**src/rtl/layered_pixel_mux.sv**
```systemverilog
// Two-stage priority compositor for the VGA path: layered requests over a background, with
// colour-key transparency, frame-synchronous blinking and a frame-counted full-screen flash.
module layered_pixel_mux #(
   parameter int unsigned      NUM_LAYERS      = 6,
   parameter int unsigned      RGB_W           = 8,
   parameter logic [RGB_W-1:0] TRANSPARENT_KEY = 8'hFF,
   parameter int               BORDER_X        = 1,
   parameter int unsigned      BLINK_FRAMES    = 16,
   parameter logic [RGB_W-1:0] FLASH_RGB       = 8'hFF,
   parameter int unsigned      FLASH_FRAMES    = 8,
   parameter int unsigned      FLASH_COUNT     = 3,
   localparam int unsigned     HIT_W           = $clog2(NUM_LAYERS + 1)
) (
   input  logic                        clk,
   input  logic                        resetN,
   input  logic                        startOfFrame,
   input  logic signed [10:0]          pixelX,
   input  logic [NUM_LAYERS-1:0]       layerDrawingRequest,
   input  logic [NUM_LAYERS*RGB_W-1:0] layerRGB,
   input  logic [NUM_LAYERS-1:0]       layerEnable,
   input  logic [NUM_LAYERS-1:0]       blinkMask,
   input  logic [RGB_W-1:0]            BGRGB,
   input  logic                        flashTrigger,
   output logic [RGB_W-1:0]            RGBOut,
   output logic [HIT_W-1:0]            hitLayer,
   output logic                        flashActive
);

   localparam int unsigned BLINK_W = $clog2(BLINK_FRAMES + 1);
   localparam int unsigned PHASE_W = $clog2(FLASH_FRAMES + 1);
   localparam int unsigned PAIR_W  = $clog2(FLASH_COUNT + 1);
   localparam logic signed [10:0] BORDER_S   = 11'(BORDER_X);
   localparam logic [HIT_W-1:0]   HIT_BG     = HIT_W'(NUM_LAYERS);

   typedef enum logic [1:0] {IDLE, FLASH_ON, FLASH_OFF} flash_state_t;

   flash_state_t        flashState, flashState_d;
   logic                flashPending, flashPending_d;
   logic [PHASE_W-1:0]  phaseCnt, phaseCnt_d;
   logic [PAIR_W-1:0]   pairCnt, pairCnt_d;
   logic [BLINK_W-1:0]  blinkCnt;
   logic                blinkPhase;

   logic [NUM_LAYERS-1:0] effReq;
   logic [RGB_W-1:0]      winRGB;
   logic [HIT_W-1:0]      winHit;
   logic                  border;

   logic [RGB_W-1:0]      rgb1;
   logic [HIT_W-1:0]      hit1;
   logic                  border1;

   // Stage-1 selection: scan from lowest priority up so the lowest index wins.
   always_comb begin
      effReq = '0;
      for (int i = 0; i < int'(NUM_LAYERS); i++) begin
         effReq[i] = layerDrawingRequest[i] & layerEnable[i]
                   & (layerRGB[i*RGB_W +: RGB_W] != TRANSPARENT_KEY)
                   & ~(blinkMask[i] & ~blinkPhase);
      end
      winRGB = BGRGB;
      winHit = HIT_BG;
      for (int i = int'(NUM_LAYERS) - 1; i >= 0; i--) begin
         if (effReq[i]) begin
            winRGB = layerRGB[i*RGB_W +: RGB_W];
            winHit = HIT_W'(i);
         end
      end
      border = (pixelX <= BORDER_S);
   end

   always_ff @(posedge clk or negedge resetN) begin
      if (!resetN) begin
         rgb1     <= '0;
         hit1     <= HIT_BG;
         border1  <= 1'b0;
         RGBOut   <= '0;
         hitLayer <= HIT_BG;
      end else begin
         rgb1     <= border ? '0 : winRGB;
         hit1     <= border ? HIT_BG : winHit;
         border1  <= border;
         RGBOut   <= (flashState == FLASH_ON && !border1) ? FLASH_RGB : rgb1;
         hitLayer <= hit1;
      end
   end

   // Blink phase only moves on a frame start so a frame never tears.
   always_ff @(posedge clk or negedge resetN) begin
      if (!resetN) begin
         blinkCnt   <= '0;
         blinkPhase <= 1'b1;
      end else if (startOfFrame) begin
         if (blinkCnt == BLINK_W'(BLINK_FRAMES - 1)) begin
            blinkCnt   <= '0;
            blinkPhase <= ~blinkPhase;
         end else begin
            blinkCnt <= blinkCnt + BLINK_W'(1);
         end
      end
   end

   always_comb begin
      flashState_d   = flashState;
      flashPending_d = flashPending;
      phaseCnt_d     = phaseCnt;
      pairCnt_d      = pairCnt;
      unique case (flashState)
         IDLE: begin
            if (startOfFrame && (flashPending || flashTrigger)) begin
               flashState_d   = FLASH_ON;
               flashPending_d = 1'b0;
               phaseCnt_d     = '0;
               pairCnt_d      = '0;
            end else if (flashTrigger) begin
               flashPending_d = 1'b1;
            end
         end
         FLASH_ON: begin
            if (startOfFrame) begin
               if (phaseCnt == PHASE_W'(FLASH_FRAMES - 1)) begin
                  flashState_d = FLASH_OFF;
                  phaseCnt_d   = '0;
               end else begin
                  phaseCnt_d = phaseCnt + PHASE_W'(1);
               end
            end
         end
         FLASH_OFF: begin
            if (startOfFrame) begin
               if (phaseCnt == PHASE_W'(FLASH_FRAMES - 1)) begin
                  phaseCnt_d   = '0;
                  pairCnt_d    = pairCnt + PAIR_W'(1);
                  flashState_d = (pairCnt_d == PAIR_W'(FLASH_COUNT)) ? IDLE : FLASH_ON;
               end else begin
                  phaseCnt_d = phaseCnt + PHASE_W'(1);
               end
            end
         end
         default: flashState_d = IDLE;
      endcase
   end

   always_ff @(posedge clk or negedge resetN) begin
      if (!resetN) begin
         flashState   <= IDLE;
         flashPending <= 1'b0;
         phaseCnt     <= '0;
         pairCnt      <= '0;
      end else begin
         flashState   <= flashState_d;
         flashPending <= flashPending_d;
         phaseCnt     <= phaseCnt_d;
         pairCnt      <= pairCnt_d;
      end
   end

   assign flashActive = (flashState != IDLE);

endmodule
```
**config.mk**
```make
export PLATFORM = sky130hd
export DESIGN_NAME = layered_pixel_mux
export DESIGN_NICKNAME = d
export VERILOG_FILES = /design/src/rtl/layered_pixel_mux.sv
export SDC_FILE = /design/constraint.sdc
export NUM_CORES = 1
export LEC_CHECK = 0
export ABC_AREA = 1
export CORE_MARGIN = 3
export CORE_UTILIZATION = 40
export CTS_CLUSTER_SIZE = 25
export DETAILED_ROUTE_END_ITERATION = 8
export GPL_ROUTABILITY_DRIVEN = 0
export PLACE_DENSITY = 0.78
export SETUP_SLACK_MARGIN = 0.15
export SLEW_MARGIN = 10
export SYNTH_ARGS = -nofsm -noshare
export SYNTH_HDL_FRONTEND = slang
export SYNTH_SLANG_ARGS = --single-unit
```
**constraint.sdc**
```tcl
create_clock -name clk -period 1.5 [get_ports clk]
set_clock_uncertainty 0.15 [all_clocks]
set_input_delay 0.225 -clock clk [delete_from_list [all_inputs] [get_ports clk]]
set_output_delay 0.225 -clock clk [all_outputs]
set_load 0.1 [all_outputs]
```
### Word level (Yosys, flattened, before mapping)

Cells that the tools add are included.

* flip-flop bits (word level): 38
* word-level logic and storage cells: 111
* input bits: 89
* output and inout port bits: 12

* muxes and demuxes: 33
* eq/ne operators: 17
* order comparisons: 1
* bitwise operators: 31
* reductions and logical operators: 15
* add/sub/neg operators: 3

Operators by type and width (number)
* 2-to-1 mux 8 bit: 8
* inequality test 8 bit, second input constant: 6
* AND 1 bit: 24
* 2-to-1 mux 2 bit: 10
* 2-to-1 mux 3 bit: 5
* 2-to-1 mux 4 bit: 3
* less-or-equal comparator 11 x 2 -> 1 bit, second input constant: 1
* inequality test 2 bit, second input constant: 4
* one-hot mux 4 bit (2 select lines): 1
* nonzero test 2 bit: 4
* inverter 1 bit: 7
* one-hot mux 2 bit (3 select lines): 1
* adder 5 x 1 -> 5 bit, second input constant: 1
* == test 5 x 4 -> 1 bit, second input constant: 1
* 2-to-1 mux 5 bit: 1
* AND reduction 5 bit: 1
* adder 4 x 1 -> 4 bit, second input constant: 1
* == test 2 bit, second input constant: 2
* == test 4 x 3 -> 1 bit, second input constant: 1
* inequality test 2 x 1 -> 1 bit, second input constant: 2
* one-hot mux 2 bit (2 select lines): 1
* AND reduction 2 bit: 2
* AND reduction 4 bit: 1
* 2-to-1 mux 1 bit: 3
* other kinds (8): 9

### Longest topological paths before layout

* depth in word-level cells: 11
* gate-level depth with buffers: 12
* gate-level depth less buffers: 12

### Worst setup path before layout

Ideal clock, no wire load.

* kind: register -> register
* from: register flashState[0]
* to: register flashPending
* slack: -0.397 ns
* data required time: 1.228 ns
* library setup time: 0.122 ns
* cell stages (with the launch flop): 7
* period minus slack after synthesis: 1.897 ns
* arrival time: 1.625 ns
* path buffers: 0
* cell sequence: dfrtp_1 -> inv_1 -> ha_1 -> inv_1 -> o21ai_0 -> o21ai_0 -> inv_1

* longest elaborated chain between the ends: 2

Ends and longest elaborated chain
* start, declared: line 37 `flash_state_t flashState, flashState_d;`
* start signal, assigned: line 151 `flashState <= flashState_d;`
* logical NOT 2 bit: line 108 `unique case (flashState)`
* AND reduction 2 bit (no line)
* end signal, assigned: line 152 `flashPending <= flashPending_d;`
* end, declared: line 38 `logic flashPending, flashPending_d;`

No other way between the ends.
A chain may end at the register's enable or synchronous reset.

### Worst setup path in the final report

* from: register blinkPhase
* to: register rgb1[6]

* longest elaborated chain between the ends: 11
* elaborated cells on any way between the ends: 26
* those cells by class: 7 x mux; 19 x bitwise

Ends and longest elaborated chain
* start, declared: line 42 `logic blinkPhase;`
* start signal, assigned: line 96 `blinkPhase <= ~blinkPhase;`
* inverter 1 bit (*): line 59 `& ~(blinkMask[i] & ~blinkPhase);`
* AND 1 bit: line 59
* inverter 1 bit: line 59
* AND 1 bit: line 59
* 2-to-1 mux 8 bit (5 in series): line 64 `if (effReq[i]) begin`
* 2-to-1 mux 8 bit (*): line 64
* 2-to-1 mux 8 bit (*): line 80 `rgb1 <= border ? '0 : winRGB;`
* end signal, assigned: line 80
* end, declared: line 49 `logic [RGB_W-1:0] rgb1;`

Mark *: on every way between the ends. The rest lies on a longest branch, timed or not.

==> flow_summary_export.csv <==
group,metric,value,unit
timing,hold_slack,0.201,ns
timing,tightest_slew,0.442,ns
synthesis,synth_warnings,0,
global_route,antenna_found_initial,0,
timing,fmax,536,MHz
critical_path,path_buf_inv,1,
timing,finalCritPeriodShare,1.24,
drt,ant_nets,0,
pwr,p_clk_frac,0.137,
timing,report.final.slew_viol_count,0,
layout,layout.nets,619,
synthesis,yosys.area.top_type,"dfrtp_1",
timing,fin_setup_tns,-3.63,ns
synthesis,yosysSeqAreaShare,0.375,
floorplan,core-area,0.00606,mm^2
timing,max_slew_margin,0.705,
clock_network,clk_path_buf_depth,2,
pwr,power.density,1360,mW/mm^2
layout,drive_above_1_share,0.285,
synthesis,syn_area,0.00255,mm^2
critical_path,critPathRequiredTime,1.53,ns
pwr,p_sw_frac,0.434,
floorplan,fp.dieW,85.9,um
clock_network,numCtsBuffers,5,
critical_path,crit_path_end_kind,"flop",
global_route,grt_pass1_wl,12700,um
clock_network,path_clk_slew,0.08,ns
critical_path,reg2reg_depth,8,
drt,drc,0,
critical_path,critPathMaxFanout,5,
clock_network,cts_tree,"yes",
critical_path,crit_type,"flop to flop",
global_route,grt_max_degree,22,
critical_path,arrival,1.90,ns
floorplan,rows,28,
layout,final_common_cell,"nand2_1",
synthesis,synth_seq_cells,38,
synthesis,ys_types,36,
clock_network,h-tree-depth,2,
synthesis,synthSimpleGateAreaFrac,0.310,
critical_path,crit_family,"flip-flops",
layout,fillers,435,
placement,dp.cells,569,
hold_path,hold_depth,0,
layout,diodes,0,
run_status,violations,"negative setup slack",
placement,port_buffers,99,
timing,hold_viol,0,
synthesis,synthFlopType,"dfrtp_1",
drt,drtPass1Iterations,4,
placement,dp_slack,-0.554,ns
drt,vias,2879,
floorplan,io_pins,101,
run_status,outcome,"complete, but fails checks",
synthesis,avgSynthCellArea,7.08,um^2
drt,finalWirelength,7870,um
synthesis,synth_compound_area_frac,0.130,
synthesis,synth_fa_ha_area_frac,0.0392,
synthesis,synthArstFlopShare,1.00,
pwr,ir_drop,1.42,mV
synthesis,synth_top_family_by_area,"simple AND/OR/NAND/NOR gates",
layout,multi_input_area,0.00155,mm^2
drt,via_per_inst,4.81,
critical_path,max_stage_delay,0.58,ns
pwr,power.switching,2.71,mW
layout,layout_common_cells,"nand2_1 (98), clkdlybuf4s50_1 (85), inv_1 (67)",
critical_path,critPathLaunchType,"flop",
synthesis,syn-num-nets,458,
synthesis,synth_top_area_frac,0.323,
layout,seq_area,957,um^2
pwr,intPower,3.53,mW
global_route,grt_pass1_vias,2945,
timing,period_minus_slack,1.87,ns
pwr,leakage,2.27,nW
critical_path,crit_chain,"inv_6 -> a21oi_4 -> nand2_4 -> or2_1 -> nand3_1 -> o21bai_1 -> a21oi_1 -> nor2_1",
drt,wl_per_cell,13.2,um
timing,finalSetupViolCount,18,
floorplan,initial_core_util,0.422,
synthesis,synth-xor-area-share,0.0171,
run,drv_cap,0,
placement,dp_hpwl,5620,um
floorplan,die_h,85.9,um
synthesis,synth-edff-count,0,
synthesis,ys_top_cells_by_area,"dfrtp_1 (32%), nand2_1 (15%), inv_1 (11%), nand3_1 (7.2%), o21ai_0 (5.9%)",
clock_network,clock_latency,0.30,ns
global_route,grt.overflow.total,0,
floorplan,die_area,0.00738,mm^2
pwr,comb_power_share,0.609,
timing,rsz0062_at_grt,"yes",
critical_path,slowest_stage,"dfstp_2",
hold_path,min_path_type,"flop to flop",
layout,area_growth,80.3,%
global_route,grtUsageTotal,0.212,
timing,fin_ws,-0.367,ns
synthesis,synth.area.mux_share,0,
drt,drt_iter0_drc,83,
critical_path,crit_cells,8,
pwr,pwr-share-seq,0.254,
clock_network,cts_root_buffer,"clkbuf_8",
layout,fin_cells,598,
critical_path,r2r_slack,-0.37,ns
clock_network,clkSinkCount,38,
synthesis,synth_cells,361,
-- routing by layer --
layer  vias up  global-route usage  routed length (um)
met5         -                   0                   0
met3        20              0.0365                 398
met4         0              0.0950                 232
met1      1302               0.240                2960
met2       106               0.385                4290
li1       1451                   -                   -
-- cells in the mapped netlist (2+ instances only) --
| library cell | count |
|---|---|
| nor4_1 | 2 |
| a21oi_1 | 8 |
| dfrtp_1 | 33 |
| nand3_1 | 37 |
| a21oi_2 | 8 |
| a21oi_4 | 3 |
| buf_6 | 2 |
| o21ai_0 | 30 |
| nor3_1 | 3 |
| nand4_1 | 4 |
| xor2_1 | 4 |
| ha_1 | 8 |
| nor2_1 | 12 |
| dfstp_2 | 5 |
| nand2_1 | 104 |
| nand2_2 | 4 |
| inv_2 | 3 |
| inv_1 | 72 |
| or2_0 | 2 |
-- final cells by class --
cell class	count	share of cell area
repair buffers	157	0.348
multi-input cells	245	0.336
flip-flops and latches	38	0.208
inverters	75	0.0647
well taps	75	0.0204
clock buffers	5	0.0149
clock inverters	3	0.00869
-- per-stage QoR --
step           cell area [um^2]   util  power, mW
4_1_cts                    4440  0.732       5.90
5_1_grt                    4610  0.760       6.59
3_5_place_dp               4070  0.672       4.54
6_report                   4610  0.760       6.25
3_3_place_gp               4070  0.672       4.46
2_1_floorplan              2610      -       3.33
-- repair_timing --
action	in CTS	in global routing
endpoints found under the setup margin	31	34
pin swaps	16	7
gates resized for setup	47	24
cloned	3	0
setup buffers	11	6
endpoints found under the hold margin	12	0
hold buffers	1	0
-- flip-flops by register name, summed over array words and instances, names as in the netlist --
| signal | count |
|---|---|
| flashPending | 1 |
| hitLayer | 3 |
| phaseCnt | 4 |
| border1 | 1 |
| rgb1 | 8 |
| pairCnt | 2 |
| hit1 | 3 |
| flashState | 2 |
| blinkPhase | 1 |
| RGBOut | 8 |
| blinkCnt | 5 |
-- final timing paths --
check                      startpoint           to
max                        blinkPhase      rgb1[6]
min                           hit1[0]  hitLayer[0]
max reg2reg                blinkPhase      rgb1[6]
min reg2reg                   hit1[0]  hitLayer[0]
max in group asynchronous      resetN      rgb1[3]
min in group asynchronous      resetN  blinkCnt[0]
-- power groups by stage --
stage / registers [mW] / clock network (mW) / logic [mW]
2_1_floorplan: 2.13 / 0 / 1.19
3_3_place_gp: 1.57 / 0 / 2.89
3_5_place_dp: 1.58 / 0 / 2.96
4_1_cts: 1.58 / 0.866 / 3.46
5_1_grt: 1.62 / 0.899 / 4.07
6_report: 1.59 / 0.854 / 3.81
-- logic make-up after synthesis --
group	after synthesis
simple gates	177
compound gates	52
xor+xnor	5
buf+inv	81
fa+ha+maj	8
flops	38
Power figures use the tool's default switching activity.
